File: src/rtl/gpio_input_conditioner.sv
// gpio_input_conditioner
// Per-channel input conditioning for board buttons and switches feeding the PS GPIO
// input bus: a flip-flop synchronizer, a debounce counter that only accepts a new level
// once it has persisted long enough, and sticky rise/fall event bits that software
// clears through per-bit strobes. irq is the OR of every pending event bit.
module gpio_input_conditioner #(
  parameter int NUM_INPUTS      = 6,
  parameter int SYNC_STAGES     = 2,
  parameter int DEBOUNCE_CYCLES = 100000
) (
  input  logic                  clk,
  input  logic                  reset,
  input  logic [NUM_INPUTS-1:0] raw_in,
  input  logic [NUM_INPUTS-1:0] clear_rise,
  input  logic [NUM_INPUTS-1:0] clear_fall,
  output logic [NUM_INPUTS-1:0] clean,
  output logic [NUM_INPUTS-1:0] rise_pending,
  output logic [NUM_INPUTS-1:0] fall_pending,
  output logic                  irq
);

  // Counter only has to reach DEBOUNCE_CYCLES-1, so $clog2 bits are sufficient.
  localparam int              CNT_W   = $clog2(DEBOUNCE_CYCLES);
  localparam logic [CNT_W-1:0] CNT_MAX = CNT_W'(DEBOUNCE_CYCLES - 1);

  genvar gi;
  generate
    for (gi = 0; gi < NUM_INPUTS; gi++) begin : g_chan
      logic [SYNC_STAGES-1:0] sync_reg;
      logic                   sync_bit;
      logic [CNT_W-1:0]       count_reg;
      logic [CNT_W-1:0]       count_next;
      logic                   clean_reg;
      logic                   clean_next;
      logic                   rise_reg;
      logic                   rise_next;
      logic                   fall_reg;
      logic                   fall_next;

      // Synchronizer chain: the raw pin goes straight into the first flop.
      always_ff @(posedge clk) begin
        if (reset) begin
          sync_reg <= '0;
        end else begin
          sync_reg <= {sync_reg[SYNC_STAGES-2:0], raw_in[gi]};
        end
      end

      assign sync_bit = sync_reg[SYNC_STAGES-1];

      // Debounce and event decode: any sample agreeing with clean restarts the qualification.
      always_comb begin
        count_next = count_reg;
        clean_next = clean_reg;
        if (sync_bit == clean_reg) begin
          count_next = '0;
        end else if (count_reg == CNT_MAX) begin
          clean_next = sync_bit;
          count_next = '0;
        end else begin
          count_next = count_reg + 1'b1;
        end
        // A new event on the same edge as a clear strobe keeps the bit set.
        rise_next = (clean_next & ~clean_reg) | (rise_reg & ~clear_rise[gi]);
        fall_next = (~clean_next & clean_reg) | (fall_reg & ~clear_fall[gi]);
      end

      // Channel state registers.
      always_ff @(posedge clk) begin
        if (reset) begin
          count_reg <= '0;
          clean_reg <= 1'b0;
          rise_reg  <= 1'b0;
          fall_reg  <= 1'b0;
        end else begin
          count_reg <= count_next;
          clean_reg <= clean_next;
          rise_reg  <= rise_next;
          fall_reg  <= fall_next;
        end
      end

      assign clean[gi]        = clean_reg;
      assign rise_pending[gi] = rise_reg;
      assign fall_pending[gi] = fall_reg;
    end
  endgenerate

  assign irq = |(rise_pending | fall_pending);

endmodule

File: config.mk
export PLATFORM = sky130hd
export DESIGN_NAME = gpio_input_conditioner
export DESIGN_NICKNAME = d
export VERILOG_FILES = /design/src/rtl/gpio_input_conditioner.sv
export SDC_FILE = /design/constraint.sdc
export NUM_CORES = 1
export LEC_CHECK = 0
export CAP_MARGIN = 20
export CORE_UTILIZATION = 45
export CTS_BUF_LIST = sky130_fd_sc_hd__clkbuf_2 sky130_fd_sc_hd__clkbuf_4 sky130_fd_sc_hd__clkbuf_8
export CTS_CLUSTER_SIZE = 30
export DETAILED_ROUTE_END_ITERATION = 16
export PLACE_DENSITY = 0.71
export SLEW_MARGIN = 20
export SYNTH_ARGS = -nofsm -noshare
export SYNTH_HDL_FRONTEND = slang
export SYNTH_SLANG_ARGS = --single-unit
export TNS_END_PERCENT = 100
File: constraint.sdc
create_clock -name clk -period 3.3 [get_ports clk]
set_clock_uncertainty 0.05 [all_clocks]
set_input_delay 0.66 -clock clk [delete_from_list [all_inputs] [get_ports clk]]
set_output_delay 0.66 -clock clk [all_outputs]
set_load 0.02 [all_outputs]
Word-level counts from Yosys, hierarchy flattened
Cells that the tools add are included.
{"block": "word_totals", "ram_bits": 0, "mem_count": 0, "output_inout_bits": 19, "latchBits": 0, "mem_bits_ro": 0, "inputBits": 20, "ff_bits": 132}
{"block": "classes", "shifts": 0, "eq_ne": 12, "muxes": 12, "bitwise": 61, "n_reduce_logical": 7, "div_mod_pow": 0, "n_mul": 0, "add_sub_neg": 6, "n_lt_le_gt_ge": 0}
{"operator": "$add A17 B1 Y17 const B", "count": 6}
{"operator": "$eq A17 B17 Y1 const B", "count": 6}
{"operator": "$and A1 B1 Y1", "count": 24}
{"operator": "$not A1 Y1", "count": 24}
{"operator": "$reduce_or A3 Y1", "count": 6}
{"operator": "$mux W1", "count": 12}
{"operator": "$or A1 B1 Y1", "count": 12}
{"operator": "$eq A1 B1 Y1", "count": 6}
{"operator": "$or A6 B6 Y6", "count": 1}
{"operator": "$reduce_or A6 Y1", "count": 1}

Logic depth before layout (Yosys ltp)
Gate-level depths: netlist of run 1.
{"block": "logic_depth", "depth_word": 6, "depth_mapped": 8, "ltp_nobuf": 5}

Worst setup path before layout of run 1
Ideal clock, no wire load.
{"block": "synth_path", "kind": "register to register", "startpoint": "register g_chan[3].count_reg[0]", "endpoint": "register g_chan[3].count_reg[10]", "stages_incl_launch_ff": 9, "setup_slack_ns": 1.369, "n_path_buf": 3, "arrival_ns": 1.817, "setup_time_ns": 0.064, "cell_sequence": "dfxtp_1 -> ha_1 -> and4_1 -> clkbuf_1 -> and4_1 -> or3_1 -> buf_2 -> buf_2 -> nor2_1"}
{"block": "synth_between", "elab_chain_len": 2, "elab_cells_between_ends": 3, "classes_between": "1 x add/sub; 1 x eq/ne; 1 x reduce/logical"}
{"element": "start: declaration", "line": "31", "text": "logic [CNT_W-1:0] count_reg;"}
{"element": "start signal: assignment", "line": "76", "text": "count_reg <= count_next;"}
{"element": "branches (longest 2 deep; another with $add A17 B1 Y17)"}
Parallel ways; which one is timed is not known.
A chain may end at the register's enable or synchronous reset.

Worst setup path in the final report of run 1
{"block": "layout_path", "startpoint": "register g_chan[0].rise_reg", "endpoint": "output port irq"}
{"block": "layout_between", "elab_chain_len": 2}
{"element": "start: declaration", "line": "35", "text": "logic rise_reg;"}
{"element": "start signal: assignment", "line": "78", "text": "rise_reg <= rise_next;"}
{"element": "$or A6 B6 Y6", "line": "89", "text": "assign irq = |(rise_pending | fall_pending);"}
{"element": "$reduce_or A6 Y1", "line": "89"}
{"element": "end: declaration", "line": "19", "text": "output logic irq"}
Every way passes these cells.

==> results_dict.tcl, run 1 <==
set metrics [dict create \
    num_rows 41 \
    slew_headroom_pct 60.74 \
    hp-class "register to register" \
    cts_buffer_depth 2 \
    p_seq_share_pct 53.7 \
    syn_area_mm2 0.005853 \
    max_stage_delay_ps 570 \
    setup_violations 0 \
    power.density_mw_per_mm2 453.5 \
    start_util_pct 46.19 \
    synth_cell_type_count 39 \
    start_kind "register" \
    crit-reg2reg-launch "g_chan[0].count_reg[0]$_SDFF_PP0_" \
    htreeDepth 4 \
    via_count 4477 \
    drc_errors 0 \
    grt_pass1_wl_um 18630 \
    max_freq_mhz 387.7 \
    cts_root_buf "clkbuf_8" \
    cp.required_ps 2590 \
    synth_nets 675 \
    path_class "register to output port" \
    antenna_found_initial 0 \
    portBuffers 38 \
    numCtsBuffers 17 \
    gp_congestion 0.8583 \
    drive_gt1_share_pct 6.471 \
    startpoint "g_chan[0].rise_reg$_SDFF_PP0_" \
    seq_area_frac_synth_pct 45.15 \
    slew_violations 0 \
    peakVddDrop_mv 0.2158 \
    async_flop_share_pct 0 \
    layout_min_cycle_time_ps 2580 \
    yosys.area.top_type "dfxtp_1" \
    synthAdderAreaFrac_pct 1.283 \
    n_antenna_cell 0 \
    synth_xor_xnor_area_share_pct 13.02 \
    vias_per_cell 5.255 \
    largest_reg_flops 102 \
    fillers 1164 \
    multiInputGateArea_mm2 0.002890 \
    synth_top_family_by_area "simple AND/OR/NAND/NOR gates" \
    path_clk_slew_ps 70 \
    cp_max_fo 3 \
    drtIter0Drc 243 \
    coreArea_mm2 0.01267 \
    clk_latency_ps 430 \
    synth.top_cell.area_share_pct 45.15 \
    synth-main-ff-cell "dfxtp_1" \
    ys_ff_latch 132 \
    cp-endpoint "irq" \
    grt_setup_unrepaired "false" \
    routedWlPerCell_um 13.46 \
    leakagePower_nw 1.917 \
    ant_nets 0 \
    instances_no_fill 852 \
    critical-path-slowest-cell "clkdlybuf4s50_1" \
    r2r_end "g_chan[0].count_reg[7]$_SDFF_PP0_" \
    finalSetupTns_ps 0 \
    synth_compound_area_share_pct 2.693 \
    fin_crit_sh_pct 78.17 \
    postCtsSetupBuffers 0 \
    drt_wl_total_um 11470 \
    die_w_um 116.0 \
    synth.most_common_cell "dfxtp_1" \
    reg2regPathDepth 5 \
    hpwl_um 8255 \
    synth_area_leaders "dfxtp_1 45%, xnor2_1 8.7%, nor2_1 6.7%" \
    place.detailed.instances 821 \
    synth_mux_area_share_pct 1.026 \
    critPathArrivalTime_ps 1870 \
    worstMarginPinSlew_ps 588.9 \
    p_comb_share_pct 1.9 \
    synth-edff-count 0 \
    cp-end-kind "output port" \
    rrSetupSlack_ps 1000 \
    status "finished clean" \
    clkSinkCount 132 \
    yosysWarnings 0 \
    track_usage_pct 17.88 \
    clockPowerShare_pct 44.4 \
    p_int_w 0.002373 \
    dieHeight_um 116.0 \
    dr.pass1.iters 5 \
    cp_cell_sequence "nor4_1 -> nand3_1 -> clkdlybuf4s50_1" \
    first_global_vias 4116 \
    die-area_mm2 0.01347 \
    yosys-top-cells-count "132 x dfxtp_1, 104 x nor2_1, 58 x xnor2_1" \
    synth-simple-area-share_pct 31.36 \
    cts_hold_buf 0 \
    grt_max_degree 18 \
    seq_area_mm2 0.002643 \
    final_nets 694 \
    grt.overflow.total 0 \
    syn_area_per_cell_um2 9.019 \
    ios 39 \
    maxCapViolations 0 \
    hold_viol 0 \
    p_sw_w 0.0006207 \
    swShare_pct 20.73 \
    cts_resized 0 \
    synthCells 649 \
    synthToLayoutAreaGrowth_pct 12.78 \
    cts_tree "built" \
]
==> kinds of logic (layout without fill, tap and decap cells) <==
family                     after synthesis  after routing
buffers and inverters                   57             88
and+or+nand+nor                        331            331
adders and majority gates                6              6
muxes                                    6              6
AOI/OAI and AO/OA                       30             30
DFF                                    132            132
xor gates and xnor gates                87             87
==> per-layer routing <==
metal,up-vias,routed length (µm),GRT usage (%)
met5,-,0,0
met4,0,104,6.667
met3,10,603,4.864
met2,115,5415,29.01
met1,2088,5348,22.72
li1,2264,-,-
==> worst min-delay path by stage <==
stage / from / endpoint / cells past startpoint
2_1_floorplan: g_chan[0].sync_reg[0]$_SDFF_PP0_ / g_chan[0].sync_reg[1]$_SDFF_PP0_ / 1
3_3_place_gp: g_chan[3].sync_reg[0]$_SDFF_PP0_ / g_chan[3].sync_reg[1]$_SDFF_PP0_ / 1
3_5_place_dp: g_chan[3].sync_reg[0]$_SDFF_PP0_ / g_chan[3].sync_reg[1]$_SDFF_PP0_ / 1
4_1_cts: g_chan[3].sync_reg[0]$_SDFF_PP0_ / g_chan[3].sync_reg[1]$_SDFF_PP0_ / 1
5_1_grt: g_chan[4].sync_reg[0]$_SDFF_PP0_ / g_chan[4].sync_reg[1]$_SDFF_PP0_ / 1
6_report: g_chan[3].sync_reg[0]$_SDFF_PP0_ / g_chan[3].sync_reg[1]$_SDFF_PP0_ / 1
==> through the flow <==
step | hold slack [ps] | setup slack, ps | area (µm²) | power, W | util (%)
floorplan | 363.8 | 1369 | 5853 | 0.001672 | -
global placement | 375.9 | 894.0 | 6207 | 0.001699 | 48.99
detailed placement | 379.3 | 830.2 | 6207 | 0.001701 | 48.99
CTS | 403.6 | 658.1 | 6601 | 0.003027 | 52.10
global route | 420.4 | 570.8 | 6601 | 0.003105 | 52.10
finish | 395.6 | 720.4 | 6601 | 0.002994 | 52.10
==> cell usage in the layout (no fill, tap or decap), types with 3 or more instances in the layout <==
cell type,n
dfxtp_1,132
nor2_1,104
xnor2_1,58
clkdlybuf4s50_1,38
nand3_1,37
nand4_1,31
xor2_1,29
nor4_1,27
nand2_1,23
a21oi_1,21
clkbuf_8,20
inv_1,17
nor3_1,17
nand2b_1,13
nor2b_1,12
nand3b_1,12
and4_1,10
or3_1,9
or4_1,7
o21ai_0,6
nor4bb_1,6
mux2i_1,6
ha_1,6
or2_2,5
nor4b_1,4
clkinv_2,4
and3_1,3
o31ai_1,3
==> power by group through the flow <==
stage	Combinational (W)	Sequential, W	Clock [W]
floorplan	0.0000290	0.00164	0
global route	0.0000602	0.00161	0.00144
CTS	0.0000561	0.00161	0.00136
global placement	0.0000547	0.00164	0
finish	0.0000555	0.00161	0.00133
detailed placement	0.0000559	0.00164	0
==> layout make-up <==
class	count	share of cell area, %
clock inverter	9	1.573
multi-input combinational	460	43.78
inverter	17	0.9666
sequential	132	40.03
timing repair buffer	40	5.989
tap	172	3.260
clock buffer	22	4.397
==> critical path: cells and delay by family (launching register included) <==
kind	cells	cell delay (ps)
and+or+nand+nor	2	520
DFF	1	350
buffers and inverters	1	570
Note: power is estimated with default switching activity, not from simulation.
==> inputs of run 2 (changes only) <==
PLACE_DENSITY = 0.74   (was 0.71)
clock period = 2.14 ns   (was 3.3 ns; I/O delays follow)
==> run 2 against run 1 <==
Against the previous run: design area up 2.7%; first-iteration DRC count decreased by 16%; non-clock buffer count is 7 higher; critical path depth is 2 higher; die area did not move; critical path type is now register to register; worst setup slack worse by 570 ps; via count is 1.5% higher; worst hold slack better by 2.8 ps; final cell count is 0.94% higher; count of clock-buffer cells in the layout down 3.
==> results_dict.tcl, run 2 (synthesized netlist as in run 1, its figures left out) <==
set metrics [dict create \
    gp_congestion 0.8181 \
    cts_hold_buf 0 \
    cp_common_cell "and4_1" \
    fin_crit_sh_pct 93.04 \
    dr.pass1.iters 4 \
    antenna_found_initial 0 \
    final_common_cell "dfxtp_1" \
    clockPowerShare_pct 49.2 \
    cp-end-kind "register" \
    swShare_pct 19.57 \
    power.density_mw_per_mm2 746.6 \
    via_count 4544 \
    critical-path-slowest-cell "or3_1" \
    portBuffers 38 \
    grt.overflow.total 0 \
    p_seq_share_pct 49.0 \
    ant_nets 0 \
    r2r_end "g_chan[4].count_reg[16]$_SDFF_PP0_" \
    min_to "g_chan[1].sync_reg[1]$_SDFF_PP0_" \
    num_rows 41 \
    die_w_um 116.0 \
    first_global_vias 4230 \
    p_int_w 0.004072 \
    slew_violations 0 \
    vias_per_cell 5.284 \
    hold_viol 0 \
    peakVddDrop_mv 0.4760 \
    critPathArrivalTime_ps 2300 \
    dieHeight_um 116.0 \
    cts_buffer_depth 2 \
    rrSetupSlack_ps 150 \
    drc_errors 0 \
    maxCapViolations 0 \
    start_kind "register" \
    die-area_mm2 0.01347 \
    synthToLayoutAreaGrowth_pct 15.86 \
    coreArea_mm2 0.01267 \
    ios 39 \
    grt_max_degree 29 \
    final_cell_mix "132 x dfxtp_1, 104 x nor2_1, 58 x xnor2_1" \
    n_antenna_cell 0 \
    worstMarginPinSlew_ps 564.1 \
    slew_headroom_pct 62.40 \
    path_class "register to register" \
    layout_min_cycle_time_ps 1991 \
    status "finished clean" \
    max_freq_mhz 502.3 \
    hp-class "register to register" \
    max_stage_delay_ps 580 \
    p_comb_share_pct 1.8 \
    largest_reg_flops 102 \
    track_usage_pct 17.93 \
    reg2regPathDepth 5 \
    start_util_pct 46.19 \
    final_nets 701 \
    hpwl_um 8028 \
    crit_family "simple AND/OR/NAND/NOR gates" \
    cp_max_fo 17 \
    holdCritStartpoint "g_chan[1].sync_reg[0]$_SDFF_PP0_" \
    finalSetupTns_ps 0 \
    path_clk_slew_ps 70 \
    post-route-util_pct 53.52 \
    drtIter0Drc 204 \
    grt_setup_unrepaired "false" \
    cts_root_buf "clkbuf_8" \
    critPathBufInv 0 \
    numCtsBuffers 17 \
    drt_wl_total_um 11200 \
    cp_cell_sequence "ha_1 -> and4_1 -> and4_1 -> or3_1 -> nor2_1" \
    clkSinkCount 132 \
    grt_pass1_wl_um 18980 \
    crit-reg2reg-launch "g_chan[4].count_reg[0]$_SDFF_PP0_" \
    p_sw_w 0.0009910 \
    routedWlPerCell_um 13.02 \
    clk_latency_ps 430 \
    cts_tree "built" \
    holdPathStages 1 \
    drive_gt1_share_pct 8.140 \
    cp.required_ps 2450 \
    leakagePower_nw 2.003 \
    htreeDepth 4 \
    setup_violations 0 \
]
## run 2: final cells by class
class,instances,area (µm²)
Inverter,17,63.81
Clock buffer,19,255.2
Timing Repair Buffer,47,467.9
Tap cell,172,215.2
Clock inverter,13,230.2
Sequential cell,132,2643
Fill cell,1108,5889
Multi-Input combinational cell,460,2907
## run 2: how the worst max path moves through the flow
stage                                      startpoint                                  to  slack [ps]  cells after the start
finish              g_chan[4].count_reg[0]$_SDFF_PP0_  g_chan[4].count_reg[16]$_SDFF_PP0_         150                      5
global route        g_chan[3].count_reg[0]$_SDFF_PP0_  g_chan[3].count_reg[13]$_SDFF_PP0_          20                      5
CTS                     g_chan[0].rise_reg$_SDFF_PP0_                                 irq          30                      4
detailed placement                              reset  g_chan[5].count_reg[15]$_SDFF_PP0_          80                      4
global placement                                reset  g_chan[3].count_reg[15]$_SDFF_PP0_         120                      4
floorplan           g_chan[3].count_reg[0]$_SDFF_PP0_  g_chan[3].count_reg[10]$_SDFF_PP0_         210                      8
## run 2: repair_timing
action / in CTS / in global routing
resized for setup: 3 / 4
pin swaps: 0 / 1
endpoints found under the setup margin: 1 / 30
buffers inserted: 0 / 0
hold endpoints to repair: 0 / 0
## run 2: power by group through the flow
| stage | registers, W | logic (W) | clock network [W] |
|---|---|---|---|
| 2_1_floorplan | 0.00253 | 0.0000448 | 0 |
| 3_3_place_gp | 0.00253 | 0.0000910 | 0 |
| 3_5_place_dp | 0.00254 | 0.0000929 | 0 |
| 4_1_cts | 0.00248 | 0.0000931 | 0.00254 |
| 5_1_grt | 0.00248 | 0.000101 | 0.00266 |
| 6_report | 0.00248 | 0.0000930 | 0.00249 |
## run 2: routing by layer
layer | routed length [µm] | up-vias | global-route usage [%]
met5 | 0 | - | 0
met4 | 246 | 0 | 8.034
met3 | 481 | 18 | 5.335
met2 | 5410 | 88 | 29.88
met1 | 5062 | 2143 | 21.32
li1 | - | 2295 | -
## run 2: through the flow
step	setup slack (ps)	cell area (µm²)	total power, W	hold slack (ps)	cells
3_3_place_gp	119.9	6285	0.002625	374.7	828
4_1_cts	26.56	6771	0.005109	402.5	860
6_report	149.0	6782	0.005063	398.4	860
5_1_grt	17.23	6782	0.005237	414.1	860
3_5_place_dp	78.69	6285	0.002628	384.7	828
2_1_floorplan	209.0	5853	0.002578	363.8	649
==> inputs of run 3 (changes only) <==
SETUP_SLACK_MARGIN = 0.02   (was unset)
==> run 3 against run 2 <==
Against the previous run: worst setup slack improved by 0.76 ps; clock power hardly changed; sequential power is essentially flat; global-route usage did not move; critical path depth unchanged; worst hold slack barely moved; final cell count is the same; via count increased by 0.53%; flip-flop and latch count stayed put; fmax about the same; critical path type unchanged; highest routed layer unchanged.
==> results_dict.tcl, run 3 (synthesized netlist as in run 1, its figures left out) <==
set metrics [dict create \
    status "finished clean" \
    htreeDepth 4 \
    dpl_cell_area_mm2 0.006285 \
    hold_viol 0 \
    layout_min_cycle_time_ps 1990 \
    gp_congestion 0.8181 \
    vias_per_cell 5.312 \
    slew_headroom_pct 62.48 \
    final_nets 701 \
    post-route-util_pct 53.56 \
    drt_wl_total_um 11220 \
    cts_hold_buf 0 \
    coreArea_mm2 0.01267 \
    path_class "register to register" \
    dieHeight_um 116.0 \
    p_comb_share_pct 1.8 \
    maxCapViolations 0 \
    dr.pass1.iters 5 \
    p_seq_share_pct 48.9 \
    clockPowerShare_pct 49.2 \
    via_count 4568 \
    slew_violations 0 \
    swShare_pct 19.58 \
    cp.required_ps 2450 \
    power.density_mw_per_mm2 746.2 \
    final_cell_mix "132 x dfxtp_1, 104 x nor2_1, 58 x xnor2_1" \
    leakagePower_nw 2.004 \
    max_freq_mhz 502.4 \
    routedWlPerCell_um 13.05 \
    fin_crit_sh_pct 93.00 \
    instances_no_fill 860 \
    first_global_vias 4230 \
    antenna_found_initial 0 \
    numCtsBuffers 17 \
    worstMarginPinSlew_ps 562.7 \
    start_kind "register" \
    ant_nets 0 \
    final_common_cell "dfxtp_1" \
    largest_reg_flops 102 \
    drc_errors 0 \
    cts_root_buf "clkbuf_8" \
    clk_latency_ps 430 \
    clkSinkCount 132 \
    peakVddDrop_mv 0.4747 \
    hpwl_um 8028 \
    path_clk_slew_ps 70 \
    n_antenna_cell 0 \
    synthToLayoutAreaGrowth_pct 15.95 \
    hp-class "register to register" \
    grt_setup_unrepaired "false" \
    p_int_w 0.004073 \
    place.detailed.instances 828 \
    cp_max_fo 17 \
    portBuffers 38 \
    p_sw_w 0.0009917 \
    cts_tree "built" \
    fillers 1107 \
    drtIter0Drc 201 \
    grt_pass1_wl_um 18980 \
    finalSetupTns_ps 0 \
    drive_gt1_share_pct 8.285 \
    die_w_um 116.0 \
    final_area_mm2 0.006787 \
    cp-end-kind "register" \
    die-area_mm2 0.01347 \
    critPathArrivalTime_ps 2300 \
    grt_max_degree 29 \
    setup_violations 0 \
    cts_buffer_depth 2 \
    start_util_pct 46.19 \
    num_rows 41 \
    ios 39 \
    track_usage_pct 17.93 \
    grt.overflow.total 0 \
]
==> run 3: cell types whose count changed in the layout (fill, tap and decap cells not counted) <==
cell,previous run,this run
or3_4,2,3
or3_1,7,6
==> run 3: per-layer routing <==
layer  up-vias  part of all wire, %  track usage, %
met5         -                    0               0
met4         0                  2.2           8.034
met3        18                  4.2           5.335
met2        99                   48           29.88
met1      2157                   45           21.32
li1       2294                    -               -
==> run 3: path summary, 6_finish.rpt <==
path / from / to / slack, ps / cells past startpoint
worst max-delay path: g_chan[4].count_reg[0]$_SDFF_PP0_ / g_chan[4].count_reg[16]$_SDFF_PP0_ / 150 / 5
worst min-delay path: g_chan[1].sync_reg[0]$_SDFF_PP0_ / g_chan[1].sync_reg[1]$_SDFF_PP0_ / 400 / 1
worst max register to register: g_chan[4].count_reg[0]$_SDFF_PP0_ / g_chan[4].count_reg[16]$_SDFF_PP0_ / 150 / 5
worst min register to register: g_chan[1].sync_reg[0]$_SDFF_PP0_ / g_chan[1].sync_reg[1]$_SDFF_PP0_ / 400 / 1
==> run 3: worst max-delay path: stages, from the launching register on <==
cell and delay (ps):
dfxtp_1 350, ha_1 250, and4_1 240, and4_1 240
or3_1 580, nor2_1 200
==> run 3: stage by stage <==
stage / power [W] / setup WS, ps / hold slack [ps]
floorplan: 0.002578 / 209.0 / 363.8
CTS: 0.005109 / 26.56 / 402.5
global route: 0.005238 / 38.18 / 414.1
detailed placement: 0.002628 / 78.69 / 384.7
global placement: 0.002625 / 119.9 / 374.7
finish: 0.005064 / 149.7 / 398.4
==> run 3: cell type report <==
class	instances	area (µm²)	area share (%)
clock inverter	13	230.2	3.392
clock buffer	19	255.2	3.761
timing repair buffer	47	467.9	6.895
multi-input combinational	460	2912	42.90
inverter	17	63.81	0.9403
sequential	132	2643	38.94
tap	172	215.2	3.171
==> run 3: power groups by stage <==
stage / clock network [W] / logic (W) / registers (W)
5_1_grt: 0.00266 / 0.000102 / 0.00248
4_1_cts: 0.00254 / 0.0000931 / 0.00248
2_1_floorplan: 0 / 0.0000448 / 0.00253
3_3_place_gp: 0 / 0.0000910 / 0.00253
6_report: 0.00249 / 0.0000937 / 0.00248
3_5_place_dp: 0 / 0.0000929 / 0.00254
==> run 3: timing repair <==
action / in CTS / in global routing
setup buffers: 0 / 0
endpoints found under the setup margin: 1 / 40
hold endpoints to repair: 0 / 0
pin swaps: 0 / 1
resized for setup: 3 / 5
